<file path="src/rtl/f_stage_fetch_pkg.sv">
// rtl/f_stage_fetch_pkg.sv - shared fetch-stage state encodings, address map defaults and fault check
package f_stage_fetch_pkg;

    localparam logic [31:0] DEF_RESET_PC = 32'h0000_3000;
    localparam logic [31:0] DEF_IMEM_LO  = 32'h0000_3000;
    localparam logic [31:0] DEF_IMEM_HI  = 32'h0000_6FFF;

    typedef enum logic {
        FETCH_S_REQ  = 1'b0,
        FETCH_S_HOLD = 1'b1
    } fetch_state_t;

    // Misaligned or outside instruction memory: the fetch is never issued.
    function automatic logic fetch_fault(input logic [31:0] pc,
                                         input logic [31:0] lo,
                                         input logic [31:0] hi);
        return (pc[1:0] != 2'b00) || (pc < lo) || (pc > hi);
    endfunction

endpackage

</file>
<file path="src/rtl/f_stage_fetch_fd_reg.sv">
// rtl/f_stage_fetch_fd_reg.sv - F/D pipeline register with load enable and synchronous reset
module f_stage_fetch_fd_reg
    import f_stage_fetch_pkg::*;
#(
    parameter logic [31:0] RESET_PC = DEF_RESET_PC
) (
    input  logic        clk,
    input  logic        reset,
    input  logic        en,
    input  logic [31:0] pc,
    input  logic [31:0] instr,
    input  logic        adel,
    output logic [31:0] pc_q,
    output logic [31:0] instr_q,
    output logic        valid_q,
    output logic        adel_q
);

    always_ff @(posedge clk) begin
        if (reset) begin
            pc_q    <= RESET_PC;
            instr_q <= 32'd0;
            valid_q <= 1'b0;
            adel_q  <= 1'b0;
        end else if (en) begin
            pc_q    <= pc;
            instr_q <= instr;
            valid_q <= 1'b1;
            adel_q  <= adel;
        end
    end

endmodule

</file>
<file path="src/rtl/f_stage_fetch.sv">
// rtl/f_stage_fetch.sv - F-stage PC owner: fetch handshake, stall buffer and F/D register
module f_stage_fetch
    import f_stage_fetch_pkg::*;
#(
    parameter logic [31:0] RESET_PC = DEF_RESET_PC,
    parameter logic [31:0] IMEM_LO  = DEF_IMEM_LO,
    parameter logic [31:0] IMEM_HI  = DEF_IMEM_HI
) (
    input  logic        clk,
    input  logic        reset,
    input  logic [31:0] npc,
    input  logic        stall,
    output logic        imem_req,
    output logic [31:0] imem_addr,
    input  logic [31:0] imem_rdata,
    input  logic        imem_ack,
    output logic [31:0] F_PC,
    output logic [31:0] D_PC,
    output logic [31:0] D_instr,
    output logic        D_valid,
    output logic        D_adel,
    output logic        fetch_busy
);

    fetch_state_t state, state_n;
    logic [31:0]  ibuf;
    logic         ibuf_adel;
    logic         fault;
    logic         done;
    logic         fd_en;
    logic         ibuf_load;
    logic [31:0]  fetch_rdata;
    logic [31:0]  fd_instr;
    logic         fd_adel;

    assign fault       = fetch_fault(F_PC, IMEM_LO, IMEM_HI);
    assign imem_addr   = F_PC;
    assign fetch_rdata = fault ? 32'd0 : imem_rdata;
    // Independent of stall so the hazard unit sees no combinational loop.
    assign fetch_busy  = (state == FETCH_S_REQ) && !fault && !imem_ack;

    always_comb begin
        state_n   = state;
        imem_req  = 1'b0;
        done      = 1'b0;
        fd_en     = 1'b0;
        ibuf_load = 1'b0;
        fd_instr  = fetch_rdata;
        fd_adel   = fault;
        case (state)
            FETCH_S_REQ: begin
                imem_req = !fault;
                done     = fault || imem_ack;
                if (done) begin
                    if (stall) begin
                        ibuf_load = 1'b1;
                        state_n   = FETCH_S_HOLD;
                    end else begin
                        fd_en = 1'b1;
                    end
                end
            end
            FETCH_S_HOLD: begin
                fd_instr = ibuf;
                fd_adel  = ibuf_adel;
                if (!stall) begin
                    fd_en   = 1'b1;
                    state_n = FETCH_S_REQ;
                end
            end
            default: state_n = FETCH_S_REQ;
        endcase
    end

    always_ff @(posedge clk) begin
        if (reset) begin
            state     <= FETCH_S_REQ;
            F_PC      <= RESET_PC;
            ibuf      <= 32'd0;
            ibuf_adel <= 1'b0;
        end else begin
            state <= state_n;
            if (fd_en) begin
                F_PC <= npc;
            end
            if (ibuf_load) begin
                ibuf      <= fetch_rdata;
                ibuf_adel <= fault;
            end
        end
    end

    f_stage_fetch_fd_reg #(
        .RESET_PC (RESET_PC)
    ) u_fd_reg (
        .clk     (clk),
        .reset   (reset),
        .en      (fd_en),
        .pc      (F_PC),
        .instr   (fd_instr),
        .adel    (fd_adel),
        .pc_q    (D_PC),
        .instr_q (D_instr),
        .valid_q (D_valid),
        .adel_q  (D_adel)
    );

endmodule

</file>
<file path="config.mk">
export PLATFORM = sky130hd
export DESIGN_NAME = f_stage_fetch
export DESIGN_NICKNAME = d
export VERILOG_FILES = /design/src/rtl/f_stage_fetch_pkg.sv /design/src/rtl/f_stage_fetch_fd_reg.sv /design/src/rtl/f_stage_fetch.sv
export SDC_FILE = /design/constraint.sdc
export NUM_CORES = 1
export LEC_CHECK = 0
export CAP_MARGIN = 5
export CORE_ASPECT_RATIO = 0.6
export CORE_MARGIN = 3
export CORE_UTILIZATION = 30
export CTS_BUF_LIST = sky130_fd_sc_hd__clkbuf_4 sky130_fd_sc_hd__clkbuf_8
export CTS_CLUSTER_DIAMETER = 50
export DETAILED_ROUTE_END_ITERATION = 12
export PLACE_DENSITY = 0.55
export SLEW_MARGIN = 10
export SYNTH_ARGS = -nofsm -noshare
export SYNTH_HDL_FRONTEND = slang
export SYNTH_SLANG_ARGS = --single-unit
</file>
<file path="constraint.sdc">
create_clock -name clk -period 3.8 [get_ports clk]
set_input_delay 0.38 -clock clk [delete_from_list [all_inputs] [get_ports clk]]
set_output_delay 0.38 -clock clk [all_outputs]
set_load 0.02 [all_outputs]
</file>
==> summary.txt <==
Outcome
  • Run status: completed

Synthesis
  • Yosys Warn Count: 0
  • Library cells used by synthesis: 33
  • Post-synthesis cell count: 639
  • Syn nets: 707
  • Avg Inst Size Synth: a little under 10 sq um
  • Synth Cell Area: 6310 sq um
  • Register area share after synthesis: 41.9%
  • #FFs+latches synth: roughly 130

Clock network
  • TritonCTS buffer count: 17
  • Longest Clk Path Bufs: 2
  • Post-CTS Setup Inserts: 0
  • Hold buffer count at cts: 0
  • Resized Gates After CTS: 0
  • CTS tree: built
  • Worst-Skew Late Latency: ~450 ps
  • Root Buffer: clkbuf_8
  • Sink Count: 132
  • CTS clk-pin slew, worst paths: 70 ps
  • H-Tree Depth: 4

Critical path
  • Worst Path Buf+Inv: 1
  • Delay-heaviest family, CP: simple AND/OR/NAND/NOR gates
  • Worst path cell trace: nor4_4 -> nand3_2 -> nor3_1 -> clkdlybuf4s50_1
  • Worst setup SP type: flip-flop
  • Critical path's largest stage delay: around 700 ps
  • CP Launch Point: F_PC[24]
  • Arr. time, crit path: 2660 ps
  • Crit Path Max Fanout: 15
  • CP required: 3420 ps
  • Critical-path top delay cell: clkdlybuf4s50_1
  • Crit. End Element: primary output
  • Crit Reg-Reg Startpoint: F_PC[1]
  • CP Class: flip-flop to primary output

Drt
  • Vias per cell: 4.76
  • DRC viols: 0
  • Vias after detailed routing: approximately 5100
  • WL/cell: ~17 microns
  • Total Wirelength: 18400 microns
  • Starting DRT DRC Count: 315
  • Drt first pass iters: 4
  • Antenna-violating nets left: 0

Timing
  • Fin. Hold Viols: 0
  • Worst Skew: 12.1 ps
  • Worst-margin pin slew: 998 ps
  • Setup tns final: 0 ps
  • Max-slew violations: 0
  • Max_slew headroom: 33.2%
  • Max Fclk: roughly 330 MHz
  • Post-layout minimum cycle time: 3040 ps
  • Final setup vio count: 0
  • RSZ-0062 raised after global routing: false
  • Final period utilization: between 80% and 90%

Layout
  • Final non-filler cell area: 8650 sq um
  • Most frequent cells in the layout: clkdlybuf4s50_1, dfxtp_1, nand2b_1, mux2i_1, nand2_1
  • Antenna cells: 0
  • Fin nets: around 850
  • Synthesis-to-layout area growth: 37.1%
  • Most common cell after layout, fill and taps aside: clkdlybuf4s50_1
  • Proportion of layout cells with a drive suffix above 1: around 6.9%
  • Layout Cells excl Fill: 1065

Global routing
  • Initial antenna violation count: 0
  • Total GRT Usage: between 10% and 20%
  • First-pass GRT wire length: 28400 microns
  • Vias in the first global route: 4971
  • Largest net degree at the start of global routing: 122
  • Grt total ovfl: 0

Die
  • IO Count: 200
  • Die Area: ~23000 sq um
  • Die W: 193 microns
  • Die height: 118 microns
  • Core area: a little over 20000 sq um
  • Rows: 40
  • Initial core utilization: 31.0%

Place
  • Post-place instance area: approximately 8200 sq um
  • GPL Wtd Cong: 0.773
  • Inst Count DP: 1033
  • Post-DP HPWL: 12500 microns
  • PortBufs: 199

Power
  • Seq pwr share: 44.7%
  • Psw: 918 uW
  • Internal power: 2380 uW
  • Clock power share: between 30% and 40%
  • Leak: 0.00312 uW
  • Peak VDD IR: ~180 uV
  • Pwr Density: 381 nW/um^2
  • Net Sw Frac: 27.9%
  • Gate power share: 17.6%

Worst hold path
  • Worst Min Path Start: reset
  • Min-delay worst type: primary input to flip-flop

Flow run
  • Max cap viols: 0
==> power by group through the flow <==
stage | sequential, uW | clock, uW | combinational, uW
floorplan | 1540 | 0 | 308
global placement | 1500 | 0 | 579
detailed placement | 1500 | 0 | 586
CTS | 1470 | 1280 | 588
global route | 1480 | 1340 | 621
finish | 1470 | 1240 | 581
==> stage by stage <==
stage	util (%)	hold slack, ps	setup WS [ps]	total power (uW)
2_1_floorplan	-	446	1690	1840
3_3_place_gp	40.5	434	1230	2080
3_5_place_dp	40.5	441	1180	2090
4_1_cts	42.6	366	672	3340
5_1_grt	42.6	420	560	3440
6_report	42.6	412	760	3290
==> routing by layer <==
layer  share of wire, %  wire length, microns  up-vias  global-route usage, %
met1                 50                  9140     2428                   22.9
met5                  0                     0        -                      0
met4                1.1                   209        0                   4.83
met2                 43                  7880      148                   23.0
li1                   -                     -     2481                      -
met3                6.2                  1130       12                   4.62
==> sequential cells by signal, summed over array words and instances, names as in the netlist <==
signal / flops
u_fd_reg.instr_q: 32
u_fd_reg.valid_q: 1
F_PC: 32
ibuf_adel: 1
u_fd_reg.adel_q: 1
state: 1
u_fd_reg.pc_q: 32
ibuf: 32
==> area by class of cell <==
class	instances	area [sq um]
Clock buffer	24	318
Clock inverter	8	97.6
Fill cell	1965	11700
Inverter	3	11.3
Multi-Input combinational cell	417	3170
Sequential cell	132	2640
Tap cell	273	342
Timing Repair Buffer	208	2070
==> worst min-delay path, stage by stage <==
cell     delay [ps]
buf_4           220
nor2_1          120
mux2i_1          70
==> synthesized netlist by cell type, drive strengths merged <==
master | n | area [sq um]
a31oi | 2 | 27.5
o211a | 1 | 10.0
o41ai | 1 | 27.5
inv | 2 | 7.51
dfxtp | 132 | 2640
and3 | 1 | 6.26
nand2b | 123 | 769
o2bb2ai | 32 | 280
o2111ai | 1 | 8.76
o21ai | 4 | 20.0
o22ai | 1 | 6.26
nand3 | 1 | 10.0
a21oi | 2 | 10.0
nand2 | 65 | 244
a31o | 1 | 8.76
and3b | 1 | 8.76
buf | 51 | 388
o31a | 32 | 280
a21o | 1 | 7.51
nand4 | 1 | 6.26
nand4b | 32 | 280
nor3 | 3 | 15.0
mux2i | 96 | 961
o211ai | 1 | 12.5
a21boi | 1 | 7.51
clkbuf | 36 | 135
nor4 | 4 | 85.1
nor2 | 10 | 37.5
clkinv | 1 | 3.75
==> final timing paths <==
check,endpoint,slack [ps],cells after the start
worst max-delay path,imem_req,760,4
worst min-delay path,u_fd_reg.pc_q[13],410,3
worst max register to register,u_fd_reg.instr_q[16],1510,5
worst min register to register,u_fd_reg.valid_q,450,2
==> cells by family after synthesis <==
kind of cell           Yosys count  share of synthesized area [%]
AOI/OAI and AO/OA               80                           11.2
buffers and inverters           90                           8.47
DFF                            132                           41.9
muxes                           96                           15.2
and+or+nand+nor                241                           23.2
(Power assumes the default switching activity.)
